File: config.mk
export PLATFORM = sky130hd
export DESIGN_NAME = oled_spi_receiver
export DESIGN_NICKNAME = d
export VERILOG_FILES = /design/src/rtl/oled_spi_receiver.sv
export SDC_FILE = /design/constraint.sdc
export NUM_CORES = 1
export LEC_CHECK = 0
export ABC_AREA = 1
export BUFFER_PORTS_ARGS = -buffer_cell sky130_fd_sc_hd__buf_2
export CAP_MARGIN = 20
export CORE_ASPECT_RATIO = 0.9
export CORE_MARGIN = 10
export CORE_UTILIZATION = 46
export DETAILED_ROUTE_END_ITERATION = 12
export GPL_TIMING_DRIVEN = 0
export PLACE_DENSITY = 0.74
export SLEW_MARGIN = 20
export SYNTH_ARGS = -nofsm -noshare
export SYNTH_HDL_FRONTEND = slang
export SYNTH_SLANG_ARGS = --single-unit
File: constraint.sdc
create_clock -name sclk -period 4.3 [get_ports sclk]
set_input_delay 0.86 -clock sclk [delete_from_list [all_inputs] [get_ports sclk]]
set_output_delay 0.86 -clock sclk [all_outputs]
set_load 0.02 [all_outputs]
File: src/rtl/oled_spi_receiver.sv
// oled_spi_receiver
//   SPI Mode 3 slave receiver for an OLED controller front end. Bytes shifted
//   in MSB first while chip select is low are paired with the D/C line value
//   sampled on the last clock and queued in a small FIFO for the consumer.
//   All SPI inputs are asynchronous and are synchronised into the sclk domain.
//
// Parameters
//   FIFO_DEPTH   output FIFO entries (power of two, >= 2)
//
// Ports
//   sclk         system clock, rising edge
//   rst_n        synchronous active-low reset
//   spi_sck      SPI clock (Mode 3, idles high)
//   spi_cs       chip select, active low
//   spi_mosi     serial data, MSB first
//   spi_dc       D/C line (0 = command, 1 = data)
//   out_valid    head FIFO entry available
//   out_data     head entry byte
//   out_dc       D/C value captured with the head byte
//   out_ready    consumer pops the head when out_valid && out_ready
//   busy         synchronised chip select is low
//   overflow     sticky: a completed byte was dropped (FIFO full)
//   frame_err    sticky: chip select rose mid-byte
//   clear_err    single-cycle pulse clearing overflow and frame_err
//
// Optional feature (macro OLED_SPI_RX_STATS_EN)
//   cmd_count    count of accepted command bytes (wraps)
//   data_count   count of accepted data bytes (wraps)

module oled_spi_receiver #(
    parameter int unsigned FIFO_DEPTH = 4
) (
    input  logic        sclk,
    input  logic        rst_n,
    input  logic        spi_sck,
    input  logic        spi_cs,
    input  logic        spi_mosi,
    input  logic        spi_dc,
    output logic        out_valid,
    output logic [7:0]  out_data,
    output logic        out_dc,
    input  logic        out_ready,
    output logic        busy,
    output logic        overflow,
    output logic        frame_err,
    input  logic        clear_err
`ifdef OLED_SPI_RX_STATS_EN
    ,
    output logic [15:0] cmd_count,
    output logic [15:0] data_count
`endif
);

    localparam int unsigned AW = $clog2(FIFO_DEPTH);
    localparam logic [AW:0] DEPTH_C = (AW + 1)'(FIFO_DEPTH);

    typedef enum logic {StIdle, StShift} state_e;

    // ------------------------------------------------------------------
    // Input synchronisers. sck gets a third stage for edge detection.
    // ------------------------------------------------------------------
    logic [2:0] sck_sync;
    logic [1:0] cs_sync;
    logic [1:0] mosi_sync;
    logic [1:0] dc_sync;

    always_ff @(posedge sclk) begin
        if (!rst_n) begin
            sck_sync  <= 3'b000;
            cs_sync   <= 2'b11;
            mosi_sync <= 2'b00;
            dc_sync   <= 2'b00;
        end else begin
            sck_sync  <= {sck_sync[1:0], spi_sck};
            cs_sync   <= {cs_sync[0], spi_cs};
            mosi_sync <= {mosi_sync[0], spi_mosi};
            dc_sync   <= {dc_sync[0], spi_dc};
        end
    end

    logic cs_s;
    logic mosi_s;
    logic dc_s;
    logic sck_rise;

    assign cs_s     = cs_sync[1];
    assign mosi_s   = mosi_sync[1];
    assign dc_s     = dc_sync[1];
    assign sck_rise = sck_sync[1] & ~sck_sync[2];

    // ------------------------------------------------------------------
    // Receive FSM and shifter. A completed byte is staged in push_* for
    // one cycle before the FIFO write.
    // ------------------------------------------------------------------
    state_e     state_q;
    logic [2:0] bit_cnt_q;
    logic [7:0] shift_q;
    logic       push_q;
    logic [7:0] push_data_q;
    logic       push_dc_q;
    logic       frame_err_q;

    always_ff @(posedge sclk) begin
        if (!rst_n) begin
            state_q     <= StIdle;
            bit_cnt_q   <= 3'd0;
            shift_q     <= 8'h00;
            push_q      <= 1'b0;
            push_data_q <= 8'h00;
            push_dc_q   <= 1'b0;
            frame_err_q <= 1'b0;
        end else begin
            push_q <= 1'b0;
            // Clear first so a coincident new error still leaves the flag set.
            if (clear_err) begin
                frame_err_q <= 1'b0;
            end
            unique case (state_q)
                StIdle: begin
                    if (!cs_s) begin
                        state_q   <= StShift;
                        bit_cnt_q <= 3'd0;
                        shift_q   <= 8'h00;
                    end
                end
                StShift: begin
                    if (cs_s) begin
                        state_q   <= StIdle;
                        bit_cnt_q <= 3'd0;
                        if (bit_cnt_q != 3'd0) begin
                            frame_err_q <= 1'b1;
                        end
                    end else if (sck_rise) begin
                        shift_q   <= {shift_q[6:0], mosi_s};
                        bit_cnt_q <= bit_cnt_q + 3'd1;
                        if (bit_cnt_q == 3'd7) begin
                            push_q      <= 1'b1;
                            push_data_q <= {shift_q[6:0], mosi_s};
                            push_dc_q   <= dc_s;
                        end
                    end
                end
                default: state_q <= StIdle;
            endcase
        end
    end

    // ------------------------------------------------------------------
    // Output FIFO. A push into a full FIFO is still accepted when the
    // consumer pops in the same cycle.
    // ------------------------------------------------------------------
    logic [8:0]    mem_q [FIFO_DEPTH];
    logic [AW-1:0] wr_ptr_q;
    logic [AW-1:0] rd_ptr_q;
    logic [AW:0]   count_q;
    logic          overflow_q;
    logic          full;
    logic          pop;
    logic          do_push;

    assign full    = (count_q == DEPTH_C);
    assign pop     = out_valid & out_ready;
    assign do_push = push_q & (~full | pop);

`ifdef OLED_SPI_RX_STATS_EN
    logic [15:0] cmd_count_q;
    logic [15:0] data_count_q;
`endif

    always_ff @(posedge sclk) begin
        if (!rst_n) begin
            for (int unsigned i = 0; i < FIFO_DEPTH; i++) begin
                mem_q[i] <= 9'h000;
            end
            wr_ptr_q   <= '0;
            rd_ptr_q   <= '0;
            count_q    <= '0;
            overflow_q <= 1'b0;
`ifdef OLED_SPI_RX_STATS_EN
            cmd_count_q  <= 16'h0000;
            data_count_q <= 16'h0000;
`endif
        end else begin
            overflow_q <= (overflow_q & ~clear_err) | (push_q & full & ~pop);
            if (do_push) begin
                mem_q[wr_ptr_q] <= {push_dc_q, push_data_q};
                wr_ptr_q        <= wr_ptr_q + AW'(1);
`ifdef OLED_SPI_RX_STATS_EN
                if (push_dc_q) begin
                    data_count_q <= data_count_q + 16'd1;
                end else begin
                    cmd_count_q <= cmd_count_q + 16'd1;
                end
`endif
            end
            if (pop) begin
                rd_ptr_q <= rd_ptr_q + AW'(1);
            end
            if (do_push && !pop) begin
                count_q <= count_q + (AW + 1)'(1);
            end else if (!do_push && pop) begin
                count_q <= count_q - (AW + 1)'(1);
            end
        end
    end

    assign out_valid = (count_q != '0);
    assign out_data  = mem_q[rd_ptr_q][7:0];
    assign out_dc    = mem_q[rd_ptr_q][8];
    assign busy      = ~cs_s;
    assign overflow  = overflow_q;
    assign frame_err = frame_err_q;

`ifdef OLED_SPI_RX_STATS_EN
    assign cmd_count  = cmd_count_q;
    assign data_count = data_count_q;
`endif

endmodule
Yosys cells after proc, flatten, opt, wreduce, memory -nomap -nowiden:

Memory sizes are Yosys's and may differ from the RTL's. A register that Yosys moved wholly into a read port is not among the register bits.
Index checks and enable logic that the tools add are counted.

* register bits: 39
* bits in writable memories: 36
* input port bits: 8
* output and inout bits: 13
* logic and storage cells: 80
* memories kept: 1

* add/sub/neg operators: 5
* equality and inequality tests: 6
* muxes and demuxes: 25
* bitwise operators: 16
* reductions and logical operators: 12

Memories
* mem_q: words 4, bits a word 9, read ports 1, clocked after memory_dff 1, write ports 4, line 152 `logic [8:0] mem_q [FIFO_DEPTH];`

Operators by type and width (count)
* 2-to-1 mux 7 bit: 3
* 2-to-1 mux 3 bit: 5
* one-hot mux 7 bit (2 select lines): 1
* 2-to-1 mux 1 bit: 11
* 2-to-1 mux 9 bit: 1
* OR reduction 9 bit: 1
* NOT 1 bit: 8
* adder 3 x 1 -> 3 bit (second input constant): 2
* AND 1 bit: 6
* == test 3 bit (second input constant): 2
* 2-to-1 mux 2 bit: 3
* != test 2 bit (second input constant): 3
* one-hot mux 3 bit (2 select lines): 1
* nonzero test 3 bit: 2
* adder 2 x 1 -> 2 bit (second input constant): 2
* AND reduction 4 bit: 1
* OR reduction 4 bit: 1
* != test 3 bit (second input constant): 1
* AND reduction 3 bit: 1
* subtractor 3 x 1 -> 3 bit (second input constant): 1
* logical AND 1 bit: 2
* logical NOT 1 bit: 2
* OR 1 bit: 2
* AND reduction 2 bit: 1
* nonzero test 2 bit: 1

Depth between registers and ports, before layout:

* depth after elaboration: 9
* depth in mapped cells: 13
* mapped depth without buffers: 13

Worst setup path before layout:

Ideal clock, no wire load.

* path kind: input port to flip-flop
* start point: input port out_ready
* end point: memory mem_q[2][0] (enable)
* setup time: 387 ps
* arrival: 1823 ps
* data required time: 3913 ps
* setup slack: 2089 ps
* stages on the path: 4
* path buffers: 0
* path through: inv_1 > nand3_2 > nand2_1 > o21ai_0

RTL lines
* start, declared: line 42 `input logic out_ready,`
* end, declared: line 152

==> summary.txt <==
Pwr
  • Clock Power Share: 0.287
  • P_sw: 0.493 mW
  • Pwr Density: 438 nW/um2
  • Cell internal pwr: 1.11 mW
  • PnR Total Power: 1.60 mW
  • VDD IR max: 226 uV
  • Share of power burned in registers: 0.517
  • Leakage: 1.59 nW
  • Combinational Power Share: 0.197
  • Switch share: 0.308

STA
  • Max-slew violations: 0
  • RSZ-0062 raised after global routing: no
  • Fmax: 383 MHz
  • Fin. Hold Viols: 0
  • Rel. slew slack: 0.407
  • Setup TNS: 0 ps
  • Least-Margin Pin Slew: 884 ps
  • Tmin final: 2610 ps
  • Period utilization: 0.607
  • Final setup vio count: 0
  • Post-Route Skew: 11.1 ps

Floorplanning
  • DIE AREA: 10,900 um2
  • Std cell rows: 29
  • Die H: 100 um
  • Initial Util: 0.469
  • Core Footprint: 7000 um2
  • IO Pins: 21
  • DIE WIDTH: 109 um

Drt
  • DRT antenna net count: 0
  • Via/cell ratio: 4.89
  • Final wirelength: 6270 um
  • Vias: 2,394
  • DRC: 0
  • Wire per inst: 12.8 um
  • DRT Pass-1 Iters: 4
  • Initial DRC count: 89

Cells and area
  • Most common cell after layout, fill and taps aside: nor2_1
  • Fin cells: 490
  • Most frequent cells in the layout: nor2_1 (71), nand2_1 (59), inv_1 (44)
  • Final-layout fill cell count: 642
  • Layout Nets: 405
  • Ant diodes: 0
  • Layout cell share with drive strength beyond 1: 0.156
  • Synth-to-layout area growth: 11.5%

Clock network
  • Post-CTS sizing: 0
  • Num CTS Buffers: 9
  • Clock Latency Late Sink: 350 ps
  • Clock-pin slew on the worst setup and hold paths: 70 ps
  • Clock Path Buffers: 2
  • Hold-fix buffers at CTS: 0
  • H-Tree Depth: 3
  • Root Buffer Master: clkbuf_8
  • CTS tree: built
  • CTS sink cnt: 77
  • Setup Fix Bufs, Post-CTS: 0

Critical path
  • CP required: 3440 ps
  • R2R cell count: 9
  • Worst setup EP type: primary output
  • Worst Path Max Fanout: 10
  • WP data arrival: 1750 ps
  • Startpoint Class: flop
  • Critical path class: flop to primary output

GRT
  • Grt ovf: 0
  • First-pass GRT wire length: 10,600 um
  • Antenna violations before repair: 0
  • GRT Total Usage: 0.123
  • Largest net degree at the start of global routing: 14
  • Vias in the first global route: 2,366

Synth
  • Synth warnings: 0
  • Area leader, netlist: edfxtp_1
  • Synth Register Bits: 77
  • Seq/Total Area, Yosys: 0.579
  • Synth top area share: 0.329
  • Synth area leaders: edfxtp_1 (33%), dfxtp_1 (25%), nor2_1 (8.1%), nand2_1 (6.7%), inv_1 (5.0%)
  • Mean Syn Cell Area: 9.07 um2
  • Cell Area, Synth: 3280 um2
  • Syn Inst Count: 362
  • Mapped Nets: 375
  • Distinct cells, synth: 25

Placed design
  • Number of placed instances, taps included: 474
  • GP Congestion: 0.842
  • Post-DP HPWL: 4450 um
  • PortBufs: 19

Run
  • Max-cap violations: 0

Hold path
  • Hold Crit Class: flop to flop
  • Hold Crit Depth: 1

Run status
  • Status: complete, no violations
==> through the flow <==
stage               utilization  area (um2)  setup slack [ps]  hold WS [ps]
detailed placement        0.499        3490              1810           402
global route              0.522        3660              1600           431
finish                    0.522        3660              1690           419
floorplan                     -        3280              2090           390
global placement          0.499        3490              1530           393
CTS                       0.522        3660              1680           422
==> worst max-delay path, stage by stage (launching register included) <==
cell and delay [ps]:
dfxtp_1 300, buf_2 170, inv_1 230, buf_4 240, nor2_1 60, o22ai_1 200, buf_2 200
==> power by group through the flow <==
stage	sequential [mW]	clock [mW]	combinational, mW
3_5_place_dp	0.844	0	0.319
3_3_place_gp	0.843	0	0.309
4_1_cts	0.827	0.471	0.319
5_1_grt	0.832	0.499	0.350
2_1_floorplan	0.838	0	0.225
6_report	0.827	0.459	0.315
==> registers in the layout (all words and copies together), names as in the netlist, named ones only <==
| signal | cells |
|---|---|
| frame_err | 1 |
| mem_q | 36 |
| push_dc_q | 1 |
| rd_ptr_q | 2 |
| state_q | 1 |
| bit_cnt_q | 3 |
| sck_sync | 3 |
| mosi_sync | 2 |
| shift_q | 7 |
| overflow | 1 |
| dc_sync | 2 |
| cs_sync | 2 |
| push_data_q | 8 |
| count_q | 3 |
| wr_ptr_q | 2 |
| push_q | 1 |
==> path summary, 6_finish.rpt <==
check,from,endpoint,slack [ps]
setup / recovery,flop,out_data[1],1690
hold / removal,cs_sync[0],cs_sync[1],420
setup reg to reg,count_q[0],count_q[1],2360
hold reg to reg,cs_sync[0],cs_sync[1],420
==> cell families (layout without fill, tap and decap cells) <==
logic type / after synthesis / count (layout) / share of synthesized area
AO/OA/AOI/OAI: 38 / 38 / 0.0614
buffers and inverters: 59 / 94 / 0.0759
adder cells (fa/ha/maj): 5 / 5 / 0.0214
flip-flops: 77 / 77 / 0.579
AND/OR/NAND/NOR: 183 / 183 / 0.262
==> synthesized netlist by cell type <==
| cell type | instances |
|---|---|
| a21oi_1 | 7 |
| buf_2 | 7 |
| buf_4 | 3 |
| buf_6 | 1 |
| clkbuf_1 | 2 |
| clkinv_1 | 1 |
| dfxtp_1 | 41 |
| edfxtp_1 | 36 |
| fa_1 | 1 |
| ha_1 | 4 |
| inv_1 | 44 |
| inv_2 | 1 |
| nand2_1 | 59 |
| nand2_2 | 1 |
| nand3_1 | 26 |
| nand3_2 | 1 |
| nand4_1 | 10 |
| nand4_2 | 7 |
| nor2_1 | 71 |
| nor2_2 | 2 |
| nor2_4 | 3 |
| nor3_4 | 1 |
| o21ai_0 | 22 |
| o22ai_1 | 9 |
| or2_2 | 2 |
==> area by class of cell <==
class                           count  area [um2]  share of cell area
Buffer                             13        76.3              0.0209
Clock buffer                        9         124              0.0339
Clock inverter                      7        41.3              0.0113
Inverter                           46         173              0.0472
Multi-Input combinational cell    226        1130               0.309
Sequential cell                    77        1900               0.520
Tap cell                           93         116              0.0318
Timing Repair Buffer               19        95.1              0.0260
==> per-layer routing <==
layer / global-route usage / wire [um]
met1: 0.136 / 2750
met2: 0.217 / 3100
met3: 0.0423 / 371
met4: 0.0375 / 44
met5: 0 / 0
Note: power is estimated with default switching activity, not from simulation.
